<file path="config.mk">
export PLATFORM = sky130hd
export DESIGN_NAME = instr_encoder_flat
export DESIGN_NICKNAME = d
export VERILOG_FILES = /design/src/rtl/instr_encoder_if.sv /design/src/rtl/instr_encoder.sv /design/src/flat_wrapper.sv
export SDC_FILE = /design/constraint.sdc
export NUM_CORES = 1
export LEC_CHECK = 0
export CORE_MARGIN = 2
export CORE_UTILIZATION = 45
export CTS_CLUSTER_DIAMETER = 150
export DETAILED_ROUTE_END_ITERATION = 10
export MAX_ROUTING_LAYER = met4
export PLACE_DENSITY = 0.86
export SETUP_SLACK_MARGIN = 0.05
export SYNTH_ARGS = -nofsm -noshare
export SYNTH_HDL_FRONTEND = slang
export SYNTH_SLANG_ARGS = --single-unit
</file>
<file path="constraint.sdc">
create_clock -name clk -period 4.55 [get_ports clk]
set_input_delay 0.455 -clock clk [delete_from_list [all_inputs] [get_ports clk]]
set_output_delay 0.455 -clock clk [all_outputs]
set_load 0.02 [all_outputs]
</file>
<file path="src/rtl/instr_encoder_if.sv">
// Field-bundle handshake plus instruction-memory write port and status of instr_encoder.
// The master drives the bundle; the slave (encoder) drives ready, memory write and status.
interface instr_encoder_if #(
   parameter int unsigned ADDR_W = 6
) ();
   logic              In_Valid;
   logic              In_Ready;
   logic [1:0]        ImmSrc;
   logic [6:0]        Op;
   logic [2:0]        Funct3;
   logic [4:0]        Rd;
   logic [4:0]        Rs1;
   logic [4:0]        Rs2;
   logic [31:0]       Imm;
   logic              Mem_WE;
   logic [ADDR_W-1:0] Mem_Addr;
   logic [31:0]       Mem_WD;
   logic [ADDR_W:0]   Count;
   logic              Full;
   logic              Err;

   modport master (
      output In_Valid, ImmSrc, Op, Funct3, Rd, Rs1, Rs2, Imm,
      input  In_Ready, Mem_WE, Mem_Addr, Mem_WD, Count, Full, Err
   );

   modport slave (
      input  In_Valid, ImmSrc, Op, Funct3, Rd, Rs1, Rs2, Imm,
      output In_Ready, Mem_WE, Mem_Addr, Mem_WD, Count, Full, Err
   );
endinterface

</file>
<file path="src/rtl/instr_encoder.sv">
// Packs I/S/B instruction fields and a range-checked immediate into RV32 words and writes
// them to instruction memory at an auto-incrementing address.
module instr_encoder #(
   parameter int unsigned ADDR_W = 6
) (
   input logic           clk,
   input logic           rst,
   input logic           Clr,
   instr_encoder_if.slave bus
);
   localparam logic [1:0] StIdle  = 2'd0;
   localparam logic [1:0] StWrite = 2'd1;
   localparam logic [1:0] StFull  = 2'd2;

   localparam logic [ADDR_W:0] Capacity = {1'b1, {ADDR_W{1'b0}}};

   logic [1:0]        state_q, state_d;
   logic [ADDR_W-1:0] addr_q, addr_d;
   logic [ADDR_W:0]   count_q, count_d;
   logic [31:0]       wd_q, wd_d;
   logic              err_q, err_d;
   logic              rst_done_q;

   logic [31:0]       enc_word;
   logic              imm_ok;
   logic              accept;
   logic [ADDR_W:0]   count_inc;

   always_comb begin
      enc_word = '0;
      imm_ok   = 1'b0;
      case (bus.ImmSrc)
         2'b00: begin
            enc_word = {bus.Imm[11:0], bus.Rs1, bus.Funct3, bus.Rd, bus.Op};
            imm_ok   = (&bus.Imm[31:11]) | ~(|bus.Imm[31:11]);
         end
         2'b01: begin
            enc_word = {bus.Imm[11:5], bus.Rs2, bus.Rs1, bus.Funct3, bus.Imm[4:0], bus.Op};
            imm_ok   = (&bus.Imm[31:11]) | ~(|bus.Imm[31:11]);
         end
         2'b10: begin
            enc_word = {bus.Imm[12], bus.Imm[10:5], bus.Rs2, bus.Rs1, bus.Funct3,
                        bus.Imm[4:1], bus.Imm[11], bus.Op};
            imm_ok   = ((&bus.Imm[31:12]) | ~(|bus.Imm[31:12])) & ~bus.Imm[0];
         end
         default: imm_ok = 1'b0;
      endcase
   end

   // Ready is held low until the first edge with reset released.
   assign bus.In_Ready = (state_q == StIdle) && rst_done_q;
   assign accept       = bus.In_Valid && bus.In_Ready && !Clr;
   assign count_inc    = count_q + 1'b1;

   always_comb begin
      state_d = state_q;
      addr_d  = addr_q;
      count_d = count_q;
      wd_d    = wd_q;
      err_d   = err_q;
      if (Clr) begin
         state_d = StIdle;
         addr_d  = '0;
         count_d = '0;
         err_d   = 1'b0;
      end else begin
         case (state_q)
            StIdle: begin
               if (accept) begin
                  if (imm_ok) begin
                     wd_d    = enc_word;
                     state_d = StWrite;
                  end else begin
                     err_d = 1'b1;
                  end
               end
            end
            StWrite: begin
               addr_d  = addr_q + 1'b1;
               count_d = count_inc;
               state_d = (count_inc == Capacity) ? StFull : StIdle;
            end
            StFull:  state_d = StFull;
            default: state_d = StIdle;
         endcase
      end
   end

   always_ff @(posedge clk) begin
      if (!rst) begin
         state_q    <= StIdle;
         addr_q     <= '0;
         count_q    <= '0;
         wd_q       <= '0;
         err_q      <= 1'b0;
         rst_done_q <= 1'b0;
      end else begin
         state_q    <= state_d;
         addr_q     <= addr_d;
         count_q    <= count_d;
         wd_q       <= wd_d;
         err_q      <= err_d;
         rst_done_q <= 1'b1;
      end
   end

   assign bus.Mem_WE   = (state_q == StWrite);
   assign bus.Full     = (state_q == StFull);
   assign bus.Mem_Addr = addr_q;
   assign bus.Mem_WD   = wd_q;
   assign bus.Count    = count_q;
   assign bus.Err      = err_q;
endmodule
</file>
<file path="src/flat_wrapper.sv">
// flat-port wrapper written by rule: the top's interface ports become plain ports
module instr_encoder_flat 
#(
   parameter int unsigned ADDR_W = 6
)
  (clk, rst, Clr, bus_In_Valid, bus_ImmSrc, bus_Op, bus_Funct3, bus_Rd, bus_Rs1, bus_Rs2, bus_Imm, bus_In_Ready, bus_Mem_WE, bus_Mem_Addr, bus_Mem_WD, bus_Count, bus_Full, bus_Err);
  instr_encoder_if #(.ADDR_W(ADDR_W)) bus_i ();
  input logic clk;
  input logic rst;
  input logic Clr;
  input wire logic [$bits(bus_i.In_Valid)-1:0] bus_In_Valid;
  input wire logic [$bits(bus_i.ImmSrc)-1:0] bus_ImmSrc;
  input wire logic [$bits(bus_i.Op)-1:0] bus_Op;
  input wire logic [$bits(bus_i.Funct3)-1:0] bus_Funct3;
  input wire logic [$bits(bus_i.Rd)-1:0] bus_Rd;
  input wire logic [$bits(bus_i.Rs1)-1:0] bus_Rs1;
  input wire logic [$bits(bus_i.Rs2)-1:0] bus_Rs2;
  input wire logic [$bits(bus_i.Imm)-1:0] bus_Imm;
  output wire logic [$bits(bus_i.In_Ready)-1:0] bus_In_Ready;
  output wire logic [$bits(bus_i.Mem_WE)-1:0] bus_Mem_WE;
  output wire logic [$bits(bus_i.Mem_Addr)-1:0] bus_Mem_Addr;
  output wire logic [$bits(bus_i.Mem_WD)-1:0] bus_Mem_WD;
  output wire logic [$bits(bus_i.Count)-1:0] bus_Count;
  output wire logic [$bits(bus_i.Full)-1:0] bus_Full;
  output wire logic [$bits(bus_i.Err)-1:0] bus_Err;
  assign bus_i.In_Valid = bus_In_Valid;
  assign bus_i.ImmSrc = bus_ImmSrc;
  assign bus_i.Op = bus_Op;
  assign bus_i.Funct3 = bus_Funct3;
  assign bus_i.Rd = bus_Rd;
  assign bus_i.Rs1 = bus_Rs1;
  assign bus_i.Rs2 = bus_Rs2;
  assign bus_i.Imm = bus_Imm;
  assign bus_In_Ready = bus_i.In_Ready;
  assign bus_Mem_WE = bus_i.Mem_WE;
  assign bus_Mem_Addr = bus_i.Mem_Addr;
  assign bus_Mem_WD = bus_i.Mem_WD;
  assign bus_Count = bus_i.Count;
  assign bus_Full = bus_i.Full;
  assign bus_Err = bus_i.Err;
  instr_encoder #(.ADDR_W(ADDR_W)) u_core (.clk(clk), .rst(rst), .Clr(Clr), .bus(bus_i));
endmodule
</file>
==> results.py <==
metrics = {
    "run_status": {
        "outcome": "finished, final reports clean",
    },
    "synthesis": {
        "synthArstFlopShare_pct": 0,
        "muxShareOfSynthArea_pct": 15.8,
        "synth_flop_cell": "dfxtp_1",
        "synth.area.top_cells": "dfxtp_1 40%, mux2i_1 16%, nand2_1 12%",
        "synth_fa_ha_area_share_pct": 1.01,
        "yosys.area_share.simple_pct": 29.2,
        "synth_top_area_share_pct": 39.8,
        "synth_edf_count": 0,
        "ys_ff_latch": 49,
        "synthXorXnorAreaFrac_pct": 3.55,
        "syn-num-nets": 353,
        "synth_cell_types": 40,
        "synth_top_family_by_area": "simple AND/OR/NAND/NOR gates",
        "mappedNetlistArea_um2": 2470,
        "avgSynthCellArea_um2": 8.56,
        "ys_warn_count": 0,
        "synth_compound_gate_area_share_pct": 5.53,
        "synth.cells.most_frequent": "81 x nand2_1, 49 x dfxtp_1, 39 x mux2i_1",
        "seq_area_frac_synth_pct": 39.8,
        "post-synth-top-count-cell": "nand2_1",
        "yosysTopAreaCell": "dfxtp_1",
        "postSynthCellCount": 288,
    },
    "floorplan": {
        "die-area_um2": 6090,
        "rows": 26,
        "fp.coreArea_um2": 5200,
        "die_h_um": 78.0,
        "die_w_um": 78.0,
        "pin_count": 112,
        "start_util_pct": 47.4,
    },
    "drt": {
        "post_drt_wl_per_cell_um": 13.0,
        "drt-pass1-iter-count": 4,
        "vias": 2291,
        "drt_wl_total_um": 6030,
        "drcViolationCount": 0,
        "via_per_inst": 4.95,
        "ant_nets": 0,
        "drtIter0Drc": 63,
    },
    "clock_tree": {
        "cts_resized": 0,
        "postCtsSetupBuffers": 0,
        "numCtsBuffers": 5,
        "path_clk_slew_ns": 0.08,
        "cts_max_path_buffers": 2,
        "clock-sinks": 49,
        "hold_buffers": 0,
        "cts_tree": "built",
        "clkLatencyLatePin_ns": 0.29,
        "htreeDepth": 2,
        "cts-root-buf": "clkbuf_8",
    },
    "power_and_ir_drop": {
        "leakagePower_nw": 1.28,
        "power.density_nw_per_um2": 221,
        "peakVddDrop_uv": 221,
    },
    "grt": {
        "antenna_found_initial": 0,
        "grt_pass1_wl_um": 10000,
        "grt_pass1_vias": 2323,
        "grt_max_degree": 35,
        "grt_overflow": 0,
        "grtUsageTotal_pct": 20.6,
    },
    "setup_path": {
        "reg2reg_from": "u_core.state_q[0]$_SDFFE_PP0P_",
        "rr_worst_depth": 5,
        "critPathRequiredTime_ns": 4.76,
        "slowest_delay_ns": 0.95,
        "start_kind": "input pin",
        "worstPathArrival_ns": 3.01,
        "r2r_slack_ns": 2.49,
        "critical_path_class": "input pin to flop",
        "path_cells": "clkdlybuf4s50_1, or3b_1, nor3_1, nand3_1, nand4_4, mux2i_1",
        "crit_slowest_cell": "clkdlybuf4s50_1",
        "crit_path_end_kind": "flop",
        "r2r-end": "u_core.bus.Mem_WD[26]$_SDFFE_PN0P_",
        "cp_max_fo": 32,
    },
    "timing": {
        "period_minus_slack_ns": 2.80,
        "slew_headroom_pct": 39.8,
        "fin_ws_ns": 1.75,
        "fmax_mhz": 357,
        "period_share_pct": 61.5,
        "fin_tns_setup_ns": 0,
        "finalSetupViolations": 0,
        "rsz0062_at_grt": "no",
        "tightest_slew_ns": 0.901,
        "fin_worst_skew_ns": 0.0110,
        "final_hold_viol_count": 0,
        "maxSlewViolCount": 0,
    },
    "finish": {
        "diodes": 0,
        "drive_gt1_share_pct": 4.33,
        "post-route-util_pct": 70.4,
        "fin_cells": 463,
        "fin_nets": 457,
        "syn2layout_area_growth_pct": 48.5,
    },
    "placement": {
        "port_buffers": 111,
        "dpl_worst_slack_ns": 1.43,
        "hpwl_um": 4660,
        "place.gp.congestion": 0.775,
        "place_inst": 455,
    },
    "worst_hold_path": {
        "min_from": "u_core.bus.Mem_WD[31]$_SDFFE_PN0P_",
        "hold_path_end": "u_core.bus.Mem_WD[31]$_SDFFE_PN0P_",
        "hp-class": "flop to flop",
        "holdPathStages": 2,
    },
    "run": {
        "cap_violations": 0,
    },
}
==> report_power, final <==
group	switching [W]	leakage [nW]	internal, W
combinational	0.0000429	0.832	0.0000636
sequential	0.000000164	0.395	0.000429
clock	0.000136	0.0542	0.000138
total	0.000179	1.28	0.000630
==> registers in the layout (all words and copies together), names as in the netlist <==
register	count
u_core.bus.Count	7
u_core.bus.Err	1
u_core.bus.Mem_Addr	6
u_core.bus.Mem_WD	32
u_core.rst_done_q	1
u_core.state_q	2
==> critical path: cells and delay by family <==
kind | cells | cell delay, ns
mux | 1 | 0.26
simple gates | 4 | 1.33
buf+inv | 1 | 0.95
==> area by class of cell <==
cell class / instances / area [um2]
tap: 70 / 87.6
timing repair buffer: 113 / 1130
fill: 446 / 1540
sequential: 49 / 981
clock inverter: 1 / 5.00
inverter: 2 / 7.51
multi-input combinational: 221 / 1360
clock buffer: 7 / 96.3
==> cells in the final DEF (no fill, tap or decap), drive strengths merged <==
cell type      count
clkinv             1
o21ai             11
and3               2
a31oi              1
ha                 2
nand3              7
o21a               2
mux2i             39
a21o               1
nand4             10
or3                1
and2b              1
clkbuf             7
inv                2
nor2b              7
or3b               2
xnor2              2
a21oi              7
or4                2
nor2              18
dfxtp             49
nor4               3
clkdlybuf4s50    111
xor2               8
buf                2
nand2             81
a211oi             1
nand4b             1
nand2b             3
a32o               1
or2                2
nor3               5
nand3b             1
==> metal layers <==
metal / routed length, um / share of wire, % / track usage [%]
met5: 0 / 0 / -
met4: 97 / 1.6 / 5.79
met3: 353 / 5.9 / 4.48
met2: 2950 / 49 / 36.6
met1: 2630 / 44 / 23.5
==> worst max path at each step <==
stage | from | to
floorplan | bus_Imm[15] | u_core.bus.Mem_WD[10]$_SDFFE_PN0P_
global placement | bus_ImmSrc[1] | u_core.bus.Mem_WD[6]$_SDFFE_PN0P_
detailed placement | bus_ImmSrc[1] | u_core.bus.Mem_WD[13]$_SDFFE_PN0P_
CTS | bus_ImmSrc[1] | u_core.bus.Mem_WD[26]$_SDFFE_PN0P_
global route | bus_ImmSrc[1] | u_core.bus.Mem_WD[22]$_SDFFE_PN0P_
finish | bus_ImmSrc[1] | u_core.bus.Mem_WD[26]$_SDFFE_PN0P_
==> kinds of logic (layout without fill, tap and decap cells) <==
kind of cell | count (synthesis) | in the layout
AOI/OAI and AO/OA | 24 | 24
xor gates and xnor gates | 10 | 10
adders and majority gates | 2 | 2
buffers and inverters | 18 | 123
DFF | 49 | 49
muxes | 39 | 39
and+or+nand+nor | 146 | 146
==> per-stage QoR <==
stage          area [um2]  hold WS (ns)  power (W)
4_1_cts              3660         0.459   0.000816
5_1_grt              3660         0.479   0.000840
3_5_place_dp         3560         0.448   0.000546
3_3_place_gp         3560         0.442   0.000545
2_1_floorplan        2470         0.483   0.000480
6_report             3660         0.458   0.000810
(Power assumes the default switching activity.)
